[src/rtl/moore_seq_gen_if.sv]
// Symbol bus between the sequence generator and its sink.
// Plain valid/ready handshake carrying one 3-bit symbol per transfer.
interface moore_seq_gen_if;
   logic [2:0] out_sym;
   logic       out_valid;
   logic       out_ready;

   modport master (
      output out_sym,
      output out_valid,
      input  out_ready
   );

   modport slave (
      input  out_sym,
      input  out_valid,
      output out_ready
   );
endinterface

[src/rtl/moore_seq_gen.sv]
// Sync-pattern frame generator: LFSR filler then 0,7,0,3, repeated.
// Filler never produces 0, so a downstream detector stays in s0.
module moore_seq_gen #(
   parameter logic [3:0] LFSR_SEED = 4'b1001
) (
   input  logic           clk,
   input  logic           clear,
   input  logic           start,
   input  logic [3:0]     gap,
   input  logic [3:0]     reps,
   moore_seq_gen_if.master bus,
   output logic           busy,
   output logic           done,
   output logic [2:0]     state,
   output logic [7:0]     frames
);

   localparam logic [3:0] SEED =
      (LFSR_SEED == 4'd0) ? 4'b0001 : LFSR_SEED;

   typedef enum logic [2:0] {
      IDLE = 3'd0,
      FILL = 3'd1,
      P0   = 3'd2,
      P1   = 3'd3,
      P2   = 3'd4,
      P3   = 3'd5
   } state_t;

   state_t     st;
   logic [3:0] lfsr;
   logic [3:0] gap_lat;
   logic [3:0] gap_cnt;
   logic [3:0] rep_cnt;
   logic       valid;
   logic       xfer;
   logic [2:0] filler;
   logic [2:0] sym;
   logic [3:0] lfsr_next;

   assign xfer      = valid && bus.out_ready;
   assign lfsr_next = {lfsr[2:0], lfsr[3] ^ lfsr[2]};

   // Filler from the LFSR, with pattern-like values folded onto 5.
   always_comb begin
      filler = lfsr[2:0];
      if (filler == 3'd0 || filler == 3'd3 || filler == 3'd7)
         filler = 3'd5;
   end

   // Output symbol decoded from the registered state and LFSR.
   always_comb begin
      sym = 3'd1;
      case (st)
         FILL:    sym = filler;
         P0:      sym = 3'd0;
         P1:      sym = 3'd7;
         P2:      sym = 3'd0;
         P3:      sym = 3'd3;
         default: sym = 3'd1;
      endcase
   end

   assign bus.out_sym   = sym;
   assign bus.out_valid = valid;
   assign state         = st;

   // Frame FSM with counters; everything holds while a symbol stalls.
   always_ff @(posedge clk) begin
      if (clear) begin
         st      <= IDLE;
         valid   <= 1'b0;
         busy    <= 1'b0;
         done    <= 1'b0;
         frames  <= 8'd0;
         lfsr    <= SEED;
         gap_lat <= 4'd0;
         gap_cnt <= 4'd0;
         rep_cnt <= 4'd0;
      end else begin
         done <= 1'b0;
         case (st)
            IDLE: begin
               if (start) begin
                  gap_lat <= gap;
                  gap_cnt <= gap;
                  rep_cnt <= (reps == 4'd0) ? 4'd1 : reps;
                  st      <= (gap != 4'd0) ? FILL : P0;
                  valid   <= 1'b1;
                  busy    <= 1'b1;
               end
            end
            FILL: begin
               if (xfer) begin
                  lfsr    <= lfsr_next;
                  gap_cnt <= gap_cnt - 4'd1;
                  if (gap_cnt == 4'd1)
                     st <= P0;
               end
            end
            P0: if (xfer) st <= P1;
            P1: if (xfer) st <= P2;
            P2: if (xfer) st <= P3;
            P3: begin
               if (xfer) begin
                  frames <= frames + 8'd1;
                  if (rep_cnt > 4'd1) begin
                     rep_cnt <= rep_cnt - 4'd1;
                     gap_cnt <= gap_lat;
                     st      <= (gap_lat != 4'd0) ? FILL : P0;
                  end else begin
                     rep_cnt <= 4'd0;
                     st      <= IDLE;
                     valid   <= 1'b0;
                     busy    <= 1'b0;
                     done    <= 1'b1;
                  end
               end
            end
            default: begin
               st    <= IDLE;
               valid <= 1'b0;
               busy  <= 1'b0;
            end
         endcase
      end
   end

endmodule
[src/flat_wrapper.sv]
// flat-port wrapper written by rule: the top's interface ports become plain ports
module moore_seq_gen_flat 
#(
   parameter logic [3:0] LFSR_SEED = 4'b1001
)
  (clk, clear, start, gap, reps, busy, done, state, frames, bus_out_sym, bus_out_valid, bus_out_ready);
  moore_seq_gen_if bus_i ();
  input  logic clk;
  input  logic clear;
  input  logic start;
  input  logic [3:0] gap;
  input  logic [3:0] reps;
  output logic busy;
  output logic done;
  output logic [2:0] state;
  output logic [7:0] frames;
  output wire logic [$bits(bus_i.out_sym)-1:0] bus_out_sym;
  output wire logic [$bits(bus_i.out_valid)-1:0] bus_out_valid;
  input wire logic [$bits(bus_i.out_ready)-1:0] bus_out_ready;
  assign bus_out_sym = bus_i.out_sym;
  assign bus_out_valid = bus_i.out_valid;
  assign bus_i.out_ready = bus_out_ready;
  moore_seq_gen #(.LFSR_SEED(LFSR_SEED)) u_core (.clk(clk), .clear(clear), .start(start), .gap(gap), .reps(reps), .bus(bus_i), .busy(busy), .done(done), .state(state), .frames(frames));
endmodule
[config.mk]
export PLATFORM = sky130hd
export DESIGN_NAME = moore_seq_gen_flat
export DESIGN_NICKNAME = d
export VERILOG_FILES = /design/src/rtl/moore_seq_gen_if.sv /design/src/rtl/moore_seq_gen.sv /design/src/flat_wrapper.sv
export SDC_FILE = /design/constraint.sdc
export NUM_CORES = 1
export LEC_CHECK = 0
export CORE_MARGIN = 5
export CORE_UTILIZATION = 45
export DETAILED_ROUTE_END_ITERATION = 6
export PLACE_DENSITY = 0.8
export SYNTH_ARGS = -nofsm -noshare
export SYNTH_HDL_FRONTEND = slang
export SYNTH_SLANG_ARGS = --single-unit
[constraint.sdc]
create_clock -name clk -period 1.4 [get_ports clk]
set_input_delay 0.28 -clock clk [delete_from_list [all_inputs] [get_ports clk]]
set_output_delay 0.28 -clock clk [all_outputs]
set_load 0.01 [all_outputs]
; Yosys cells after proc, flatten, opt, wreduce, memory -nomap -nowiden
; Index checks and enable logic that the tools add are counted.
[op_classes]
n_addsub = 3
reduce_logical = 20
mux = 28
n_lt_le_gt_ge = 1
n_eq_ne = 17
bitwise_logic = 4
[ops]
columns = op, n
row1 = $mux W4, 8
row2 = $mux W3, 9
row3 = $pmux W3 S6, 1
row4 = $ne A2 B1 Y1 const B, 7
row5 = $pmux W3 S4, 1
row6 = $pmux W4 S3, 1
row7 = $eq A3 B2 Y1 const B, 3
row8 = $eq A3 B3 Y1 const B, 3
row9 = $add A8 B1 Y8 const B, 1
row10 = $pmux W4 S2, 1
row11 = $reduce_bool A4 Y1, 2
row12 = $sub A4 B1 Y4 const B, 2
row13 = $reduce_and A7 Y1, 1
row14 = $logic_not A3 Y1, 2
row15 = $reduce_and A2 Y1, 3
row16 = $reduce_and A5 Y1, 1
row17 = $eq A4 B1 Y1 const B, 1
row18 = $gt A4 B1 Y1 const B, 1
row19 = $logic_not A4 Y1, 1
row20 = $mux W1, 4
row21 = $mux W2, 2
row22 = $ne A2 B2 Y1 const B, 2
row23 = $reduce_and A4 Y1, 1
row24 = $reduce_or A4 Y1, 1
row25 = 11 further kinds, 14
[word_totals]
in_bits = 12
word_cells = 81
output_inout_bits = 17
regBits = 29

; Longest topological paths before layout
; Gate-level depths: netlist (run 1).
[logic_depth]
ltp_word = 5
depth_mapped = 7
mapped_depth_nobuf = 7

; Worst setup path after synthesis (run 1)
; No wires, ideal clock.
[synth_timing]
path_kind = input port to flip-flop
start = input gap[0]
end = register u_core.st[1], in the netlist u_core.state[1]
setup_time_ns = 0.058
arrival_time_ns = 1.438
required_time_ns = 1.342
cell_stages = 4
n_path_buf = 0
setup_slack_ns = -0.096
path_cell_list = or4_4 a2111o_1 nor3_2 o21a_1
[synth_between]
elab_chain_cells = 4
[synth_rtl]
columns = element, line_no
row1 = start: declaration, flat_wrapper.sv:11  ; input logic [3:0] gap;
row2 = $reduce_bool A4 Y1, moore_seq_gen.sv:88  ; st <= (gap != 4'd0) ? FILL : P0;
row3 = $mux W2, moore_seq_gen.sv:88
row4 = $mux W3, moore_seq_gen.sv:84  ; if (start) begin
row5 = $pmux W3 S6, moore_seq_gen.sv:82  ; case (st)
row6 = end signal: assignment, moore_seq_gen.sv:88
row7 = end signal: assignment, moore_seq_gen.sv:110  ; st <= (gap_lat != 4'd0) ? FILL : P0;
row8 = end: declaration, moore_seq_gen.sv:30  ; state_t st;
; No other way between the ends. The select of a mux whose other input is x is not followed.
; A chain may end at the register's enable or synchronous reset.

; Worst setup path in the final report (run 1)
[layout_timing]
start = register u_core.st[2], in the netlist u_core.state[2]
end = output bus_out_sym[0]
[layout_between]
elab_chain_cells = 3
word_cells_on_any_way = 7
classes_between = 5 x eq/ne / 1 x mux / 1 x reduce/logical
[layout_rtl]
columns = element, line_no
row1 = $eq A3 B2 Y1 or $eq A3 B3 Y1 (tied branches), moore_seq_gen.sv:54  ; case (st)
row2 = $reduce_or A2 Y1 (no line), -
row3 = $pmux W3 S4 (*), moore_seq_gen.sv:54
row4 = end: declaration, flat_wrapper.sv:17  ; output wire logic [$bits(bus_i.out_sym)-1:0] bus_out_sym;
; Every way passes the cells marked *; elsewhere a longest branch is shown, timed or not.

==> results of run 1 <==
## sequential cells by signal (all words and copies together) (netlist names)
register and cells:
u_core.rep_cnt 4, u_core.done 1, u_core.state 3, u_core.gap_lat 4, u_core.bus.out_valid 1, u_core.lfsr 4, u_core.frames 8, u_core.gap_cnt 4
## worst max-delay path, cell delays in order, from the launching register on
cell and delay [ns]:
dfxtp_4 0.38, inv_2 0.07, nand2_2 0.05, o311ai_1 0.27, o21ai_1 0.11, buf_2 0.16
## through the flow
step	cell area (um^2)	setup TNS, ns
final	2770	-3.03
after global routing	2770	-4.43
after CTS	2640	-1.35
after detailed placement	2210	-9.31
after global placement	2210	-8.57
after floorplan	1650	-0.192
## cells by family (layout without fill, tap and decap cells)
logic type	count (synthesis)	in the layout	synth area share, %
compound gates	46	46	19.6
xor+xnor	11	11	5.91
buf+inv	23	112	7.76
simple gates	84	84	23.6
flops	29	29	35.6
fa+ha+maj	5	5	3.84
mux	6	6	3.69
## layout make-up
type	instances	area [um^2]
repair buffers	93	802
clock buffers	7	65.1
fillers	198	651
inverters	11	48.8
well taps	46	57.6
multi-input cells	152	1180
flip-flops and latches	29	607
clock inverters	1	5.00
## layer usage
metal | vias to the layer above | GRT usage [%] | routed length (um)
li1 | 894 | - | -
met1 | 937 | 27.2 | 2460
met2 | 134 | 41.8 | 3080
met3 | 34 | 4.88 | 521
met4 | 0 | 10.0 | 308
met5 | - | 0 | 0
## worst min path at each step
stage,start,to,cells past startpoint
final,gap[3],u_core.gap_lat[3],4
after global routing,gap[3],u_core.gap_lat[3],4
after CTS,gap[3],u_core.gap_lat[3],4
after detailed placement,u_core.bus.out_valid,u_core.bus.out_valid,2
after global placement,u_core.lfsr[3],u_core.lfsr[3],2
after floorplan,gap[3],u_core.gap_lat[3],2
## cells in the mapped netlist (2+ instances only)
cell type	n
xor2_1	6
a211oi_1	4
o311a_1	2
dfxtp_1	29
clkbuf_1	4
mux2i_1	6
nor2_1	39
buf_1	2
nand3_1	5
xnor2_1	5
inv_1	11
nand2b_1	2
a22oi_1	3
o21ai_0	9
o31ai_1	3
and3_1	3
nand2_1	16
nor4_1	2
a21oi_1	13
or3_1	2
buf_4	2
ha_1	5
nor3_1	9
buf_6	3
nand3b_1	2
## layout by cell type, fill, tap and decap left out, types with 4 or more instances in the layout
cell,n
xor2_1,6
nand3_1,4
mux2i_1,5
nor3_1,4
o21ai_1,4
nor2_4,4
o21ai_0,4
nor2_1,29
dfxtp_2,9
buf_2,6
buf_6,16
clkdlybuf4s50_1,7
inv_1,7
dfxtp_4,4
nor2_2,6
nor3_2,4
buf_4,48
dfxtp_1,16
a21oi_1,11
dlygate4sd2_1,11
clkbuf_4,5
nand2_1,13
## power breakdown
group	leakage (nW)	switching (mW)	internal [mW]
logic	0.888	1.25	1.27
clock network	0.0413	0.285	0.290
registers	0.243	0.173	0.970
## timing repair
action                                 4_1_cts  5_1_grt
setup buffers                               21        6
pin swaps                                   30       16
resized for setup                          122       22
endpoints found under the hold margin        0        0
setup endpoints to repair                   41       29
cloned                                       0        0
==> metrics.txt, run 1 <==
Pre-antenna DRT Iters 5; via/cell ratio 5.90; syn nets 221; antenna viol nets, final 0; GR Util All Layers 23.6%; Post-synth ARST share 0%; final core occ 81.0%; initial antenna violation count 0; Synth top area share 35.6%; largest fanout on the critical path 4; startpoint types flop; CP startpoint u_core.state[2]; Crit. End Element output pin; max_slew headroom 72.3%; DRC viols 0; YS warnings 0; Slew @ Worst Pin 0.412 ns; sequential element share of the synthesized area 35.6%; Area growth syn-to-layout 69.7%; Final Cycle Share 118%; Vias 1999; Initial Util 47.7%; H-Tree Depth 2; Hold Crit Class primary input to flop; critical path class flop to output pin; Clock Tree Buf Depth 2; Max Fclk 606 MHz; Synth cell types 42; max-cap check violation count 0; status complete, but fails checks; layout cells sized above 1 48.8%; Worst R2R Setup Slack -0.22 ns; cell count after synthesis 204; failing checks negative setup slack; Power, Total 4.24 mW; Setup WS pre-CTS -0.644 ns; cell area after synthesis 0.00163 mm^2; ys flop type dfxtp_1; worst r2r dst u_core.frames[7]; # rows 21; PortBufs 28; routability cong. 0.917; placed cell count 307; Placeable Area 0.00342 mm^2; Worst R2R Path Depth 7; Post-Route WL 6380 um; CTS tree built; cts bufs inserted 5; first-pass GRT wire length 9310 um; flops & latches, synth 29; PD cells 1530 mW/mm^2; clk root buf clkbuf_4; Post-DP HPWL 3300 um; Avg WL per Cell 18.8 um; Final #Nets 309; RSZ-0062 raised after global routing yes; die height 70.2 um; final worst setup slack -0.249 ns; CP Data Required Time 1.12 ns; Antenna diodes 0; end point of the critical path bus_out_sym[0]; clk slew on worst S/H paths 0.09 ns; Mean Syn Cell Area 7.99 um^2; Worst-Skew Late Latency 0.33 ns; leakage 1.17 nW; total grt overflow 0; cell taking the most area after synthesis dfxtp_1; hold slack final 0.323 ns; largest cells by area after synthesis dfxtp_1 36%, nor2_1 9.0%, a21oi_1 4.0%; Max rail drop VDD 0.951 mV; die area 0.00492 mm^2; r2r startpoint u_core.state[1]; Die Width 70.2 um; CTS Hold Bufs 0; setup violators final 27; clock skew 0.0124 ns; Clock Sinks 29; Hold Fails Final Rpt 0; Ports 29; Initial DRC Count 202; CP arrival 1.37 ns; non-filler cells, final 339; Post-synth EDFFs 0; crit path time final 1.65 ns; vias in the first global route 1949; pin count of the biggest net entering global routing 15; Slew Viols, Final 0
(Power assumes the default switching activity.)
==> run 2: changes to the inputs <==
==> constraint.sdc (replaced) <==
create_clock -name clk -period 1.5 [get_ports clk]
set_input_delay 0.3 -clock clk [delete_from_list [all_inputs] [get_ports clk]]
set_output_delay 0.3 -clock clk [all_outputs]
set_load 0.01 [all_outputs]
==> metrics.txt, run 2 (synthesis results as in run 1) <==
max_slew headroom 69.5%; largest fanout on the critical path 7; M1 wire length 1990 um; share of total power in sequential cells 29.7%; die height 70.2 um; Max rail drop VDD 0.656 mV; Area growth syn-to-layout 56.4%; critical path class flop to flop; internal power 2.12 mW; commonest non-fill, non-tap cell in the layout buf_4; Power, Total 3.54 mW; # rows 21; DRC viols 0; Top Layer Used met4; CP peak stage delay 0.38 ns; slowest cell on the critical path dfxtp_4; Pre-antenna DRT Iters 5; cts bufs inserted 5; Clock Tree Buf Depth 2; final worst setup slack -0.122 ns; H-Tree Depth 2; PD cells 1390 mW/mm^2; Final #Nets 294; pin count of the biggest net entering global routing 17; worst r2r dst u_core.state[0]; Die Width 70.2 um; clock skew 0.00955 ns; vias in the first global route 1731; Initial Util 47.7%; combinational share of power 57.6%; max-cap check violation count 0; Clk pwr share 12.7%; Final Cycle Share 108%; Post-Route WL 4730 um; first-pass GRT wire length 7640 um; top cell family by delay on the critical path compound AO/OA/AOI/OAI gates; CP startpoint u_core.state[1]; initial antenna violation count 0; GR Util All Layers 19.1%; crit-path cells buf_6 -> buf_4 -> nor3_2 -> a21oi_2 -> o32ai_4 -> nor2_2 -> a221oi_2; die area 0.00492 mm^2; Slew @ Worst Pin 0.453 ns; Max Fclk 616 MHz; CP Data Required Time 1.73 ns; Ports 29; Hold Crit Class primary input to flop; failing checks negative setup slack; routability cong. 0.823; Levels on crit path 7; Slew Viols, Final 0; most frequent cells in the layout 38 x buf_4, 31 x nor2_1, 17 x dfxtp_1; Worst R2R Path Depth 7; largest register by flop count u_core.frames; setup violators final 12; leakage 1.10 nW; clk slew on worst S/H paths 0.09 ns; Crit. End Element flop; RSZ-0062 raised after global routing yes; PortBufs 28; Worst-Skew Late Latency 0.33 ns; Clock Sinks 29; clk root buf clkbuf_4; layout cells sized above 1 41.0%; CTS tree built; status complete, but fails checks; Largest register FFs 8; total grt overflow 0; Initial DRC Count 130; antenna viol nets, final 0; Post-DP HPWL 2840 um; metal2 WL 2260 um; end point of the critical path u_core.state[0]; startpoint types flop; Vias 1784; crit path time final 1.62 ns; P_sw 1.42 mW; Antenna diodes 0; r2r startpoint u_core.state[1]; met3 WL 312 um; switching share of power 40.1%; Worst R2R Setup Slack -0.12 ns; CP arrival 1.85 ns; CP Buf/Inv Count 2; Placeable Area 0.00342 mm^2; Avg WL per Cell 14.6 um; Hold Fails Final Rpt 0; via/cell ratio 5.51; final core occ 74.6%
[run 2: changes by cell type in the layout (fill, tap and decap cells not counted), sizes merged]
cell / delta
buf: -20
clkdlybuf4s15: -2
clkinv: +1
dlygate4sd2: +5
dlymetal6s2s: +1
[run 2: tightest hold or removal path, stage by stage]
cell           delay [ns]
dlygate4sd2_1        0.22
buf_4                0.12
mux2i_1              0.06
nor2_1               0.07
[run 2: worst min path at each step]
stage                   start           endpoint  cells past startpoint
2_1_floorplan          gap[3]  u_core.gap_lat[3]                      2
3_5_place_dp   u_core.lfsr[3]     u_core.lfsr[3]                      2
6_report               gap[2]  u_core.gap_lat[2]                      4
5_1_grt                gap[2]  u_core.gap_lat[2]                      4
3_3_place_gp   u_core.lfsr[3]     u_core.lfsr[3]                      2
4_1_cts                gap[3]  u_core.gap_lat[3]                      4
[run 2: metal layers]
metal,up-vias,global-route usage (%)
met3,18,6.03
li1,864,-
met1,840,22.7
met2,62,30.7
met4,0,9.57
met5,-,0
[run 2: power groups by stage]
stage	Sequential, mW	Clock, mW	Combinational, mW
6_report	1.05	0.447	2.04
5_1_grt	1.06	0.506	2.22
4_1_cts	1.02	0.461	1.73
3_5_place_dp	1.01	0	1.47
3_3_place_gp	1.00	0	1.45
2_1_floorplan	1.01	0	0.888
[run 2: final cells by class]
| cell class | count | area, um^2 |
|---|---|---|
| clock buffer | 6 | 41.3 |
| clock inverter | 2 | 10.0 |
| inverter | 11 | 46.3 |
| timing repair buffer | 78 | 663 |
| multi-input combinational | 152 | 1120 |
| fill | 242 | 868 |
| sequential | 29 | 606 |
| tap | 46 | 57.6 |
[run 2: per-stage QoR]
| step | instances | setup TNS [ns] | setup slack [ns] | area [um^2] | hold slack, ns |
|---|---|---|---|---|---|
| 2_1_floorplan | 204 | -0.0158 | -0.0158 | 1630 | 0.439 |
| 3_3_place_gp | 307 | -5.62 | -0.484 | 2190 | 0.480 |
| 3_5_place_dp | 307 | -6.45 | -0.508 | 2190 | 0.505 |
| 4_1_cts | 321 | -0.499 | -0.0847 | 2410 | 0.447 |
| 5_1_grt | 324 | -2.47 | -0.249 | 2550 | 0.489 |
| 6_report | 324 | -0.727 | -0.122 | 2550 | 0.489 |
[run 2: timing repair]
item	CTS	global route
hold buffers	0	0
buffers inserted	7	3
resized for setup	79	32
endpoints found under the setup margin	38	25
pin swaps	13	12
endpoints found under the hold margin	0	0
==> run 3: changes to the inputs <==
--- a/config.mk
+++ b/config.mk
@@ -7,6 +7,7 @@
 export LEC_CHECK = 0
 export CORE_MARGIN = 5
 export CORE_UTILIZATION = 45
+export CTS_BUF_LIST = sky130_fd_sc_hd__clkbuf_8
 export DETAILED_ROUTE_END_ITERATION = 6
 export PLACE_DENSITY = 0.8
 export SYNTH_ARGS = -nofsm -noshare
==> metrics.txt, run 3 (synthesis results as in run 1) <==
Slew Viols, Final 0; via/cell ratio 5.39; CP arrival 1.84 ns; combinational share of power 56.5%; Initial Util 47.7%; total grt overflow 0; largest register by flop count u_core.frames; Clk pwr share 16.2%; most used cell, CP buf_4; clk slew on worst S/H paths 0.06 ns; Largest register FFs 8; Final Cycle Share 109%; most frequent cells in the layout 47 x buf_4, 36 x nor2_1, 20 x dfxtp_1; final worst setup slack -0.135 ns; PD cells 1460 mW/mm^2; share of total power in sequential cells 27.4%; Ports 29; internal power 2.34 mW; pin count of the biggest net entering global routing 17; die area 0.00492 mm^2; cts bufs inserted 5; Post-DP HPWL 2840 um; failing checks negative setup slack; Final #Nets 301; clk root buf clkbuf_8; Post-Route WL 4810 um; Max Fclk 612 MHz; vias in the first global route 1618; fillers 239; antenna viol nets, final 0; Placeable Area 0.00342 mm^2; post-route design area 0.00261 mm^2; slowest cell on the critical path dfxtp_4; max-cap check violation count 0; largest fanout on the critical path 7; switching share of power 38.3%; leakage 1.13 nW; Clock Sinks 29; Hold Fails Final Rpt 0; setup violators final 12; Max rail drop VDD 0.784 mV; Vias 1785; CP peak stage delay 0.36 ns; Register Area 597 um^2; Hold Crit Class primary input to flop; P_sw 1.45 mW; DP Area 0.00219 mm^2; CTS tree built; placed cell count 307; Avg WL per Cell 14.5 um; clock skew 0.00674 ns; Antenna diodes 0; H-Tree Depth 2; non-filler cells, final 331; GR Util All Layers 18.7%; max_slew headroom 76.0%; multi-input logic area 0.00112 mm^2; Clock Tree Buf Depth 2; Crit. End Element flop; CP Buf/Inv Count 4; Initial DRC Count 132; top cell family by delay on the critical path compound AO/OA/AOI/OAI gates; initial antenna violation count 0; commonest non-fill, non-tap cell in the layout buf_4; # rows 21; PortBufs 28; die height 70.2 um; RSZ-0062 raised after global routing yes; Die Width 70.2 um; critical path class flop to flop; startpoint types flop; Area growth syn-to-layout 60.1%; crit path time final 1.63 ns; status complete, but fails checks; layout cells sized above 1 40.0%; Worst-Skew Late Latency 0.29 ns; DRC viols 0; routability cong. 0.823; Slew @ Worst Pin 0.357 ns; CP Data Required Time 1.70 ns; crit-path cells inv_4 -> ha_4 -> nor2_4 -> buf_6 -> o31ai_4 -> a21oi_4 -> buf_4 -> buf_4 -> a211oi_2; Pre-antenna DRT Iters 5; first-pass GRT wire length 7400 um
[run 3: layout make-up]
type                       count  area share [%]
sequential                    29            22.9
inverter                      11            1.78
clock inverter                 3           0.528
multi-input combinational    152            42.8
timing repair buffer          85            27.2
tap                           46            2.21
clock buffer                   5            2.64
[run 3: through the flow]
step | util, % | worst slack, ns | setup TNS [ns] | power (mW) | hold slack, ns
5_1_grt | 76.3 | -0.170 | -2.02 | 4.03 | 0.418
6_report | 76.3 | -0.135 | -0.519 | 3.80 | 0.398
3_3_place_gp | 64.1 | -0.484 | -5.62 | 2.45 | 0.480
3_5_place_dp | 64.1 | -0.508 | -6.45 | 2.48 | 0.505
2_1_floorplan | - | -0.0158 | -0.0158 | 1.90 | 0.439
4_1_cts | 71.5 | -0.0439 | -0.0809 | 3.37 | 0.464
[run 3: worst paths after layout]
kind | from | endpoint | slack (ns) | cells after the start
worst max register to register | u_core.rep_cnt[0] | u_core.gap_cnt[0] | -0.13 | 9
worst min register to register | u_core.frames[1] | u_core.frames[1] | 0.53 | 2
worst min-delay path | gap[1] | u_core.gap_lat[1] | 0.40 | 4
worst max-delay path | u_core.rep_cnt[0] | u_core.gap_cnt[0] | -0.13 | 9
[run 3: worst register-to-register path, cell delays in order (launching register included)]
cell and delay [ns]:
dfxtp_4 0.36, inv_4 0.06, ha_4 0.14, nor2_4 0.05
buf_6 0.11, o31ai_4 0.27, a21oi_4 0.13, buf_4 0.15
buf_4 0.12, a211oi_2 0.17
[run 3: timing repair]
| item | CTS | global route |
|---|---|---|
| resized for setup | 81 | 24 |
| endpoints found under the setup margin | 38 | 24 |
| pin swaps | 10 | 14 |
| setup buffers | 5 | 12 |
| hold buffers | 0 | 0 |
[run 3: power by group through the flow]
stage / clock (mW) / sequential (mW) / combinational (mW)
after floorplan: 0 / 1.01 / 0.888
after global placement: 0 / 1.00 / 1.45
after detailed placement: 0 / 1.01 / 1.47
after CTS: 0.622 / 1.02 / 1.73
after global routing: 0.668 / 1.05 / 2.32
final: 0.614 / 1.04 / 2.15
[run 3: metal layers]
metal  vias to the layer above  global-route usage [%]  part of all wire (%)
met1                       841                    22.9                    44
met3                        14                    6.03                   5.7
li1                        874                       -                     -
met4                         0                    8.51                   2.6
met5                         -                       0                     0
met2                        56                    29.9                    48
